### src/rtl/palette_dac_if.sv
// Host register bus for palette_dac: single-cycle strobed accesses, registered read data.
interface palette_dac_if;
  logic       sel;
  logic       wr;
  logic       rd;
  logic [1:0] addr;
  logic [7:0] din;
  logic [7:0] dout;

  modport master (output sel, output wr, output rd, output addr, output din, input dout);
  modport slave  (input sel, input wr, input rd, input addr, input din, output dout);
endinterface

### src/rtl/palette_dac.sv
// Programmable colour-lookup DAC: masked pixel index -> palette -> registered R/G/B,
// with an auto-incrementing host interface for programming and reading back entries.
module palette_dac #(
  parameter int unsigned IDX_W     = 4,
  parameter int unsigned CW        = 6,
  parameter bit          RESET_CGA = 1'b1
) (
  input  logic             clk,
  input  logic             reset_n,
  input  logic [IDX_W-1:0] video,
  input  logic             blank,
  palette_dac_if.slave     bus,
  output logic [CW-1:0]    red,
  output logic [CW-1:0]    green,
  output logic [CW-1:0]    blue
);
  localparam int unsigned DEPTH = 1 << IDX_W;
  localparam int unsigned TW    = 3 * CW;
  localparam int unsigned L3    = (1 << CW) - 1;
  localparam int unsigned L1    = L3 / 3;
  localparam int unsigned L2    = (2 * L3) / 3;

  typedef enum logic [1:0] {A_WIDX = 2'd0, A_DATA = 2'd1, A_RIDX = 2'd2, A_MASK = 2'd3} addr_e;
  typedef enum logic [1:0] {PH_R = 2'd0, PH_G = 2'd1, PH_B = 2'd2} phase_e;

  // Reset colour for entry i: CGA map on entries 0..15, black elsewhere.
  function automatic logic [TW-1:0] cga_entry(input int unsigned i);
    logic [CW-1:0] lo, hi, r, g, b;
    lo = (i >= 8) ? CW'(L1) : '0;
    hi = (i >= 8) ? CW'(L3) : CW'(L2);
    r  = i[2] ? hi : lo;
    g  = i[1] ? hi : lo;
    b  = i[0] ? hi : lo;
    if (i == 6) g = CW'(L1);
    if (!RESET_CGA || i >= 16) return '0;
    return {r, g, b};
  endfunction

  addr_e            addr;
  logic [CW-1:0]    comp;
  logic             unused_din;
  phase_e           wphase, wphase_nxt, rphase, rphase_nxt;
  logic [IDX_W-1:0] widx, widx_nxt, ridx, ridx_nxt, mask, mask_nxt;
  logic [CW-1:0]    stage_r, stage_r_nxt, stage_g, stage_g_nxt;
  logic [7:0]       dout_nxt;
  logic             commit_c, reload_c;
  logic [TW-1:0]    hold;
  logic [TW-1:0]    pal [DEPTH];
  logic [IDX_W-1:0] idx_d;
  logic             blank_d;

  assign addr       = addr_e'(bus.addr);
  assign comp       = bus.din[CW-1:0];
  assign unused_din = ^bus.din;

  // Bus decode: write sequencer, read sequencer and register updates.
  always_comb begin
    wphase_nxt  = wphase;
    rphase_nxt  = rphase;
    widx_nxt    = widx;
    ridx_nxt    = ridx;
    mask_nxt    = mask;
    stage_r_nxt = stage_r;
    stage_g_nxt = stage_g;
    dout_nxt    = bus.dout;
    commit_c    = 1'b0;
    reload_c    = 1'b0;
    if (bus.sel && bus.wr) begin
      case (addr)
        A_WIDX: begin
          widx_nxt   = bus.din[IDX_W-1:0];
          wphase_nxt = PH_R;
        end
        A_DATA: begin
          case (wphase)
            PH_R: begin stage_r_nxt = comp; wphase_nxt = PH_G; end
            PH_G: begin stage_g_nxt = comp; wphase_nxt = PH_B; end
            default: begin
              commit_c   = 1'b1;
              widx_nxt   = widx + IDX_W'(1);
              wphase_nxt = PH_R;
            end
          endcase
        end
        A_RIDX: begin
          ridx_nxt   = bus.din[IDX_W-1:0];
          rphase_nxt = PH_R;
          reload_c   = 1'b1;
        end
        default: mask_nxt = bus.din[IDX_W-1:0];
      endcase
    end else if (bus.sel && bus.rd) begin
      case (addr)
        A_WIDX: dout_nxt = 8'(widx);
        A_DATA: begin
          case (rphase)
            PH_R: begin dout_nxt = 8'(hold[TW-1 -: CW]);   rphase_nxt = PH_G; end
            PH_G: begin dout_nxt = 8'(hold[2*CW-1 -: CW]); rphase_nxt = PH_B; end
            default: begin
              dout_nxt   = 8'(hold[CW-1:0]);
              rphase_nxt = PH_R;
              ridx_nxt   = ridx + IDX_W'(1);
              reload_c   = 1'b1;
            end
          endcase
        end
        A_RIDX:  dout_nxt = 8'(ridx);
        default: dout_nxt = 8'(mask);
      endcase
    end
  end

  always_ff @(posedge clk or negedge reset_n) begin
    if (!reset_n) begin
      wphase   <= PH_R;
      rphase   <= PH_R;
      widx     <= '0;
      ridx     <= '0;
      mask     <= '1;
      stage_r  <= '0;
      stage_g  <= '0;
      bus.dout <= '0;
      hold     <= cga_entry(0);
    end else begin
      wphase   <= wphase_nxt;
      rphase   <= rphase_nxt;
      widx     <= widx_nxt;
      ridx     <= ridx_nxt;
      mask     <= mask_nxt;
      stage_r  <= stage_r_nxt;
      stage_g  <= stage_g_nxt;
      bus.dout <= dout_nxt;
      if (reload_c) hold <= pal[ridx_nxt];
    end
  end

  // Palette entries; a whole triplet lands in one clock on the B write.
  for (genvar e = 0; e < DEPTH; e++) begin : g_entry
    logic [TW-1:0] entry_q;
    always_ff @(posedge clk or negedge reset_n) begin
      if (!reset_n)                                   entry_q <= cga_entry(e);
      else if (commit_c && widx == IDX_W'(e))         entry_q <= {stage_r, stage_g, comp};
    end
    assign pal[e] = entry_q;
  end

  // Two-stage video path: mask/blank capture, then lookup.
  always_ff @(posedge clk or negedge reset_n) begin
    if (!reset_n) begin
      idx_d   <= '0;
      blank_d <= 1'b1;
      red     <= '0;
      green   <= '0;
      blue    <= '0;
    end else begin
      idx_d   <= video & mask;
      blank_d <= blank;
      if (blank_d) {red, green, blue} <= '0;
      else         {red, green, blue} <= pal[idx_d];
    end
  end
endmodule

### src/flat_wrapper.sv
// flat-port wrapper written by rule: the top's interface ports become plain ports
module palette_dac_flat 
#(
  parameter int unsigned IDX_W     = 4,
  parameter int unsigned CW        = 6,
  parameter bit          RESET_CGA = 1'b1
)
  (clk, reset_n, video, blank, red, green, blue, bus_sel, bus_wr, bus_rd, bus_addr, bus_din, bus_dout);
  palette_dac_if bus_i ();
  input  logic clk;
  input  logic reset_n;
  input  logic [IDX_W-1:0] video;
  input  logic blank;
  output logic [CW-1:0] red;
  output logic [CW-1:0] green;
  output logic [CW-1:0] blue;
  input wire logic [$bits(bus_i.sel)-1:0] bus_sel;
  input wire logic [$bits(bus_i.wr)-1:0] bus_wr;
  input wire logic [$bits(bus_i.rd)-1:0] bus_rd;
  input wire logic [$bits(bus_i.addr)-1:0] bus_addr;
  input wire logic [$bits(bus_i.din)-1:0] bus_din;
  output wire logic [$bits(bus_i.dout)-1:0] bus_dout;
  assign bus_i.sel = bus_sel;
  assign bus_i.wr = bus_wr;
  assign bus_i.rd = bus_rd;
  assign bus_i.addr = bus_addr;
  assign bus_i.din = bus_din;
  assign bus_dout = bus_i.dout;
  palette_dac #(.IDX_W(IDX_W), .CW(CW), .RESET_CGA(RESET_CGA)) u_core (.clk(clk), .reset_n(reset_n), .video(video), .blank(blank), .bus(bus_i), .red(red), .green(green), .blue(blue));
endmodule
### config.mk
export PLATFORM = sky130hd
export DESIGN_NAME = palette_dac_flat
export DESIGN_NICKNAME = d
export VERILOG_FILES = /design/src/rtl/palette_dac_if.sv /design/src/rtl/palette_dac.sv /design/src/flat_wrapper.sv
export SDC_FILE = /design/constraint.sdc
export NUM_CORES = 1
export LEC_CHECK = 0
export ABC_AREA = 0
export CORE_MARGIN = 2
export CORE_UTILIZATION = 45
export DETAILED_ROUTE_END_ITERATION = 16
export GPL_ROUTABILITY_DRIVEN = 1
export SETUP_SLACK_MARGIN = 0.1
export SLEW_MARGIN = 20
export SYNTH_ARGS = -nofsm -noshare
export SYNTH_HDL_FRONTEND = slang
export SYNTH_SLANG_ARGS = --single-unit
### constraint.sdc
create_clock -name clk -period 2.18 [get_ports clk]
set_input_delay 0.436 -clock clk [delete_from_list [all_inputs] [get_ports clk]]
set_output_delay 0.436 -clock clk [all_outputs]
set_load 0.02 [all_outputs]
==> run metrics, run 1 <==
IO Pins 46; crit path kind flip-flop to flip-flop; WP data required 2.63 ns; Hold Crit Class input pin to flip-flop; CP Launch Type flip-flop; commonest non-fill, non-tap cell in the layout mux2_2; routability cong. roughly 0.83; # clock sinks 363; sequential fraction of the synthesis area between 40% and 50%; CP arrival 2.82 ns; Syn Area/Cell 14.0 sq um; slack of the critical path -0.187 ns; violated checks negative setup slack; Die ar. about 44000 sq um; share of cells above drive strength 1 slightly below 60%; CTS buffer count 41; Layout area overhead 26.1%; Worst Max-Slew Pin Slew 1.05 ns; 1st-iter DRT viols 835; gr ovfl total 0; critical-path cell list mux2_4, a211oi_4, buf_6, mux4_2, nor2b_4, a31oi_2, nand4_1; core area 41900 sq um; NumNets Final 1582; Die W 210 um; Mapped Cells approximately 1400; critical path peak fanout 6; Worst-path clk slew approximately 0.06 ns; Tmin final 2.37 ns; vias per inst between 6 and 7; Max-Cap Viols 0; Post-synth EDFFs 0; part of the cycle the worst path needs 109%; Finished Core Util 57.5%; Worst path slowest cell mux4_2; Root Driver clkbuf_16; overall routing resource usage 26.9%; synthesized area 19100 sq um; Slew Limit Fails 0; Async S/R FF share, synth 100%; H-tree levels 2; post-DR wirelength/cell about 27 um; most frequent cells in the layout mux2_2, dfrtp_1, dfstp_2, nand2_1, buf_4; Ys Warns 0; # setup viols final 24; Hold Vio Cnt, Final 0; vias in the first global route 13700; Max Clk Rate 422 MHz; Antenna Diode Count 0; Routed WL 58.1 mm; CTS Buffer Depth 3; unrepaired setup endpoints after global routing yes; first-pass GRT wire length 87.6 mm; starting density of the core 45.6%; vias post-DR approximately 13000; Fin Clk Skew between 0.015 and 0.02 ns; outcome finished, violations left; Setup crit end kind flip-flop; total power after layout 20.5 mW; # rows 75; FF+latch count, synth 363; initial antenna violation count 0; Max stage delay on crit path about 0.5 ns; relative slew slack 29.8%; Worst-Skew Late Latency 0.58 ns; PwrDens between 800 and 900 nW/um^2; largest net degree at the start of global routing 61; Pre-Repair DR Iteration Count 5; # port buffers 41; HPWL after detailed placement 36.6 mm; DRC 0; antenna-violating nets left 0; maximum VDD drop ~0.53 mV; CTS tree yes; synth unique cells 63; Main synth FF type dfrtp_1; height of the die 210 um; Leak Pwr about 11 nW
-- routing by layer --
metal,vias to the layer above,track usage (%),routed length (um)
met5,-,0,0
met4,0,13.0,2340
met3,118,4.77,3340
met2,442,42.4,27400
met1,6924,36.2,25000
li1,5523,-,-
-- cells in the mapped netlist, types with 16 or more instances --
cell type,count,area share (%)
a21oi_1,22,0.58
a32oi_1,17,0.78
buf_2,46,1.2
clkbuf_1,41,0.80
dfrtp_1,214,28
dfstp_2,149,20
mux2_2,305,18
mux2i_1,83,4.3
mux4_2,109,13
nand2_1,147,2.9
nand3_1,25,0.65
nand4_1,16,0.52
nor2_1,16,0.31
nor2b_1,24,0.79
-- where the power goes --
part	internal, mW	switching (mW)	leakage [nW]	total (mW)
logic	2.62	2.29	5.57	4.91
clock network	4.26	2.89	0.691	7.15
registers	7.52	0.955	4.45	8.47
-- registers in the layout, summed over array words and instances (netlist names), 4 cells and up --
register and count:
u_core.blue 6, u_core.bus.dout 6, u_core.g_entry.entry_q 288, u_core.green 6, u_core.hold 18, u_core.idx_d 4
u_core.mask 4, u_core.red 6, u_core.ridx 4, u_core.stage_g 6, u_core.stage_r 6, u_core.widx 4
-- timing repair --
item | 4_1_cts | 5_1_grt
buffers inserted | 25 | 17
hold buffers | 1 | 0
hold endpoints to repair | 26 | 0
resized for setup | 47 | 45
cloned | 10 | 5
endpoints found under the setup margin | 322 | 38
pin swaps | 43 | 10
-- final cells by class --
class                   count  area (sq um)
clock inverters             9           113
inverters                   4          22.5
clock buffers              66          1280
fillers                  3343         17800
well taps                 539           674
multi-input cells         886          9480
flip-flops and latches    363          9280
repair buffers            261          3260
-- through the flow --
stage / instance area (sq um) / setup slack [ns] / cells / hold slack [ns] / setup TNS [ns]
2_1_floorplan: 19200 / -0.0985 / 1366 / 0.140 / -1.26
3_3_place_gp: 21600 / -0.888 / 1999 / 0.436 / -232.65
3_5_place_dp: 21600 / -0.896 / 1999 / 0.435 / -234.87
4_1_cts: 23800 / -0.178 / 2109 / 0.245 / -2.54
5_1_grt: 24100 / -0.258 / 2128 / 0.264 / -4.41
6_report: 24100 / -0.187 / 2128 / 0.269 / -2.84
-- cell families after synthesis --
logic type / synth area share [%]
multiplexers: 35.8
flip-flops: 48.5
AND/OR/NAND/NOR: 7.74
buffers and inverters: 3.29
AO/OA/AOI/OAI: 4.38
adder cells (fa/ha/maj): 0.327
other: 0.0196
-- final timing paths --
path                       slack, ns          startpoint                             to  depth (start not counted)
setup / recovery               -0.19      u_core.ridx[0]                u_core.hold[16]                          7
hold / removal                  0.27               blank                 u_core.blank_d                          1
setup reg to reg               -0.19      u_core.ridx[0]                u_core.hold[16]                          7
hold reg to reg                 0.48  u_core.bus.dout[3]             u_core.bus.dout[3]                          2
max in group asynchronous       1.00             reset_n                 u_core.blank_d                          3
min in group asynchronous       0.41             reset_n  u_core.g_entry[14].entry_q[5]                          2
-- critical path, delay by kind of cell, from the launching register on --
family                 cells  cell delay, ns
buffers and inverters      1            0.23
flip-flops                 1            0.45
AO/OA/AOI/OAI              2            0.50
AND/OR/NAND/NOR            2            0.25
multiplexers               2            0.82
Note: power is estimated with default switching activity, not from simulation.
==> inputs of run 2 (changes only) <==
--- a/config.mk
+++ b/config.mk
@@ -6,10 +6,12 @@
 export NUM_CORES = 1
 export LEC_CHECK = 0
 export ABC_AREA = 0
+export ABC_CLOCK_PERIOD_IN_PS = 2180
 export CORE_MARGIN = 2
-export CORE_UTILIZATION = 45
+export CORE_UTILIZATION = 57
 export DETAILED_ROUTE_END_ITERATION = 16
 export GPL_ROUTABILITY_DRIVEN = 1
+export PLACE_DENSITY = 0.77
 export SETUP_SLACK_MARGIN = 0.1
 export SLEW_MARGIN = 20
 export SYNTH_ARGS = -nofsm -noshare
==> run 2 against run 1 <==
The flow still finishes with violations (negative setup slack). Cell count is 3.6% lower. Critical path depth is 2 higher. Clock-buffer cell count is 2 higher. Maximum frequency is 2.3% lower. Combinational power is 4.3% higher. Routed wire length is 2.9% higher. Non-clock buffer count is 14 higher. Critical endpoint is now u_core.hold[0]. Highest routed layer unchanged.
==> run metrics, run 2 (same netlist as run 1, synthesis figures left out) <==
Slew Limit Fails 0; Leak Pwr 10.8 nW; commonest non-fill, non-tap cell in the layout mux2_2; Layout area overhead 26.2%; CTS tree yes; Reg2Reg Setup Slack -0.24 ns; Hold Vio Cnt, Final 0; overall routing resource usage 33.7%; routability cong. 0.869; pre-CTS setup slack -1.12 ns; Tmin final 2.42 ns; starting density of the core a little under three fifths; 1st-iter DRT viols 1509; Post-DP Area 21500 sq um; initial antenna violation count 0; CP Launch Type flip-flop; maximum VDD drop 0.574 mV; # clock sinks 363; total power after layout 20.8 mW; DP Cell Count around 1900; PwrDens roughly 860 nW/um^2; Root Driver clkbuf_16; Max-Cap Viols 0; Antenna Diode Count 0; Largest regs u_core.g_entry.entry_q (288), u_core.hold (18); crit path kind flip-flop to flip-flop; vias post-DR approximately 14000; post-DR wirelength/cell 29.1 um; IO Pins 46; worst hold path stage count 1; violated checks negative setup slack; outcome finished, violations left; unrepaired setup endpoints after global routing yes; vias in the first global route 14100; Worst Max-Slew Pin Slew 1.02 ns; Die W around 190 um; Post-Route Setup TNS -3.40 ns; R2R depth 9; Worst-Skew Late Latency 0.54 ns; height of the die 187 um; # rows 67; final instance area 24100 sq um; Post-Layout Cell Count 2052; H-tree levels 2; gr ovfl total 0; relative slew slack approximately a third; Max Clk Rate 413 MHz; core area 33300 sq um; CP arrival roughly 2.8 ns; first-pass GRT wire length just under 90 mm; Hold Crit Class input pin to flip-flop; # setup viols final 26; Setup crit end kind flip-flop; Routed WL 59.7 mm; worst r2r src u_core.rphase[1]; share of cells above drive strength 1 59.4%; r2r endpoint u_core.hold[0]; # port buffers a little over 40; slack of the critical path -0.243 ns; DRC 0; part of the cycle the worst path needs 111%; Largest register FFs between 200 and 300; NumNets Final 1596; Pre-Repair DR Iteration Count 5; Fin Clk Skew around 0.011 ns; Worst-path clk slew 0.06 ns; CTS Buffer Depth 3; HPWL after detailed placement 35.7 mm; vias per inst 6.77; WP data required approximately 2.6 ns; Die ar. 35000 sq um; critical path peak fanout 6; most frequent cells in the layout mux2_2, dfrtp_1, dfstp_2, nand2_1, buf_4; largest net degree at the start of global routing 84; HP Start blank; Top reg by flops u_core.g_entry.entry_q; CTS buffer count 41; WHS Endpoint u_core.blank_d; antenna-violating nets left 0
[run 2: stage by stage]
stage	util, %	hold WS [ns]
floorplan	-	0.140
global placement	64.6	0.354
detailed placement	64.6	0.352
CTS	71.0	0.305
global route	72.5	0.314
finish	72.5	0.307
[run 2: worst max-delay path, cell delays in order (launching register included)]
cell      delay (ns)
dfrtp_1         0.42
and4b_2         0.29
o32ai_4         0.10
a211oi_4        0.30
buf_4           0.18
buf_6           0.11
buf_12          0.14
mux4_2          0.52
nand2_2         0.09
nand4_1         0.11
[run 2: power by group]
group          total, mW  switching [mW]  leakage [nW]  internal, mW
clock network       7.12            2.82         0.686          4.30
registers           8.53            1.01          4.45          7.52
logic               5.12            2.44          5.64          2.68
total               20.8            6.28          10.8          14.5
[run 2: how the worst max path moves through the flow]
stage,start,endpoint,cells after the start
floorplan,bus_addr[1],u_core.hold[6],8
global placement,bus_addr[0],u_core.g_entry[13].entry_q[11],8
detailed placement,bus_addr[0],u_core.g_entry[13].entry_q[11],8
CTS,u_core.ridx[0],u_core.hold[4],9
global route,u_core.rphase[1],u_core.hold[0],9
finish,u_core.rphase[1],u_core.hold[0],9
[run 2: layout make-up]
cell class | instances | area (sq um)
clock inverters | 8 | 96.3
multi-input cells | 886 | 9510
inverters | 4 | 31.3
repair buffers | 275 | 3340
fillers | 2025 | 9160
well taps | 448 | 561
clock buffers | 68 | 1300
flip-flops and latches | 363 | 9280
[run 2: layer usage]
layer	vias to the layer above	track usage, %	share of wire [%]
met2	852	52.5	47
met5	-	0	0
met3	207	7.62	9.9
li1	5576	-	-
met1	7266	45.7	39
met4	0	14.9	4.5
[run 2: what timing repair did]
| item | in CTS | in global routing |
|---|---|---|
| setup buffers | 29 | 19 |
| resized for setup | 62 | 57 |
| endpoints found under the setup margin | 332 | 265 |
| gates cloned | 9 | 4 |
| hold buffers | 1 | 0 |
| endpoints found under the hold margin | 16 | 0 |
| pin swaps | 47 | 37 |
==> inputs of run 3 (changes only) <==
--- a/config.mk
+++ b/config.mk
@@ -8,10 +8,11 @@
 export ABC_AREA = 0
 export ABC_CLOCK_PERIOD_IN_PS = 2180
 export CORE_MARGIN = 2
-export CORE_UTILIZATION = 57
+export CORE_UTILIZATION = 58
 export DETAILED_ROUTE_END_ITERATION = 16
+export DONT_BUFFER_PORTS = 1
 export GPL_ROUTABILITY_DRIVEN = 1
-export PLACE_DENSITY = 0.77
+export PLACE_DENSITY = 0.76
 export SETUP_SLACK_MARGIN = 0.1
 export SLEW_MARGIN = 20
 export SYNTH_ARGS = -nofsm -noshare
==> run 3 against run 2 <==
The run ends with negative hold slack, negative setup slack left. Sequential power about the same. Clock skew increased by 0.0032 ns. Register-to-register slack improved by 0.02 ns. Total power is 3.9% lower. Critical endpoint is now u_core.hold[13]. Sequential cell count unchanged. Largest cell class unchanged. Die area decreased by 1.7%. Routed wire length is 4.5% lower. Combinational power shrank 11%. Clock power is 3.7% lower.
==> run metrics, run 3 (same netlist as run 1, synthesis figures left out) <==
outcome finished, violations left; violated checks negative hold slack, negative setup slack; Switch Pwr 5.83 mW; 1st-iter DRT viols 1357; Fin Clk Skew 0.0145 ns; hold_buf cts 1; Worst Max-Slew Pin Slew around 1.2 ns; Antenna Diode Count 0; r2r endpoint u_core.hold[13]; Pre-Repair DR Iteration Count 5; Largest register FFs 288; Top reg by flops u_core.g_entry.entry_q; worst r2r src u_core.rphase[1]; Reg2Reg Setup Slack -0.23 ns; slack of the critical path -0.227 ns; # clock sinks 363; NumNets Final around 1500; Largest regs u_core.g_entry.entry_q (288), u_core.hold (18); # port buffers 0; Max Clk Rate 415 MHz; Hold Slack -0.379 ns; Leak Pwr a little over 10 nW; CP Launch Type flip-flop; Max-Cap Viols 0; Comb pwr share 22.9%; total power after layout 20.0 mW; vias in the first global route 13700; Layout area overhead 21.3%; unrepaired setup endpoints after global routing yes; PwrDens roughly 860 nW/um^2; CTS Buffer Depth 3; gr ovfl total 0; Slew Limit Fails 0; Setup crit end kind flip-flop; IO Pins 46; Filler Cells Inserted 2017; starting density of the core 58.8%; antenna-violating nets left 0; Die ar. 34400 sq um; Worst-path clk slew approximately 0.06 ns; Clock power frac approximately a third; Tmin final about 2.4 ns; Root Driver clkbuf_16; Sw Ratio a little under 30%; part of the cycle the worst path needs 110%; largest net degree at the start of global routing 364; critical path peak fanout 5; R2R depth 11; most frequent cells in the layout mux2_2, dfrtp_1, dfstp_2, nand2_1, mux4_2; initial antenna violation count 1; Worst-Skew Late Latency approximately 0.53 ns; overall routing resource usage between 30% and 40%; Hold Vio Cnt, Final 270; CP arrival 2.80 ns; crit path kind flip-flop to flip-flop; WP data required between 2 and 3 ns; vias post-DR 13300; routability cong. 0.918; H-tree levels 2; internal power about 14 mW; DRC 0; # rows 66; maximum VDD drop around 0.56 mV; first-pass GRT wire length 84.9 mm; Hold Crit Class input pin to asynchronous set/reset pin; relative slew slack 22.1%; post-DR wirelength/cell 29.2 um; sequential share of power a little over two fifths; height of the die 186 um; core area around 33000 sq um; Routed WL 57.0 mm; CTS tree yes; share of cells above drive strength 1 59.1%; HPWL after detailed placement 32.8 mm; vias per inst 6.84; commonest non-fill, non-tap cell in the layout mux2_2; # setup viols final 24; Die W 186 um; CTS buffer count 39
[run 3: layout make-up]
| type | instances | area (sq um) | area share, % |
|---|---|---|---|
| flip-flops and latches | 363 | 9280 | 40.0 |
| multi-input cells | 886 | 9520 | 41.1 |
| inverters | 4 | 15.0 | 0.0648 |
| clock inverters | 14 | 173 | 0.745 |
| well taps | 442 | 553 | 2.39 |
| clock buffers | 56 | 1150 | 4.97 |
| repair buffers | 185 | 2490 | 10.8 |
[run 3: how the worst max path moves through the flow]
stage	from	end	slack, ns	cells after the start
finish	u_core.rphase[1]	u_core.hold[13]	-0.23	11
global route	u_core.rphase[1]	u_core.hold[16]	-0.30	10
CTS	u_core.rphase[1]	u_core.hold[16]	-0.12	10
detailed placement	bus_addr[1]	u_core.hold[16]	-0.30	8
global placement	bus_addr[1]	u_core.hold[16]	-0.27	8
floorplan	bus_addr[1]	u_core.hold[6]	-0.1	8
[run 3: worst max-delay path, cell delays in order, from the launching register on]
cell and delay (ns):
dfrtp_1 0.39, buf_6 0.11, and4b_2 0.27, o32ai_4 0.11
a211oi_4 0.18, buf_6 0.16, buf_4 0.12, buf_8 0.13
buf_12 0.11, mux4_2 0.50, nand2_1 0.09, nand4_1 0.09
[run 3: power groups by stage]
stage | registers (mW) | logic [mW] | clock network (mW)
global placement | 8.52 | 3.48 | 0
finish | 8.53 | 4.58 | 6.86
detailed placement | 8.57 | 3.55 | 0
floorplan | 8.02 | 2.72 | 0
CTS | 8.46 | 4.28 | 6.93
global route | 8.61 | 4.80 | 7.24
[run 3: per-layer routing]
metal	vias to the layer above	part of all wire [%]	global-route usage (%)
li1	5378	-	-
met1	6951	39	45.7
met2	794	47	52.0
met3	219	9.2	6.79
met4	2	5.2	16.8
met5	-	0.012	0
[run 3: through the flow]
stage          TNS [ns]  cells  cell area, sq um  util, %  setup slack, ns
2_1_floorplan     -1.26   1366             19200        -          -0.0985
3_3_place_gp      -3.51   1820             20600     63.3           -0.267
3_5_place_dp      -4.17   1820             20600     63.3           -0.304
4_1_cts           -1.37   1937             22900     70.4           -0.124
5_1_grt           -4.49   1950             23200     71.3           -0.300
6_report          -3.14   1950             23200     71.3           -0.227
[run 3: timing repair]
action | CTS | global route
gates resized for setup | 68 | 46
setup endpoints to repair | 32 | 36
endpoints found under the hold margin | 364 | 341
pin swaps | 24 | 30
buffers inserted | 33 | 14
cloned | 16 | 1
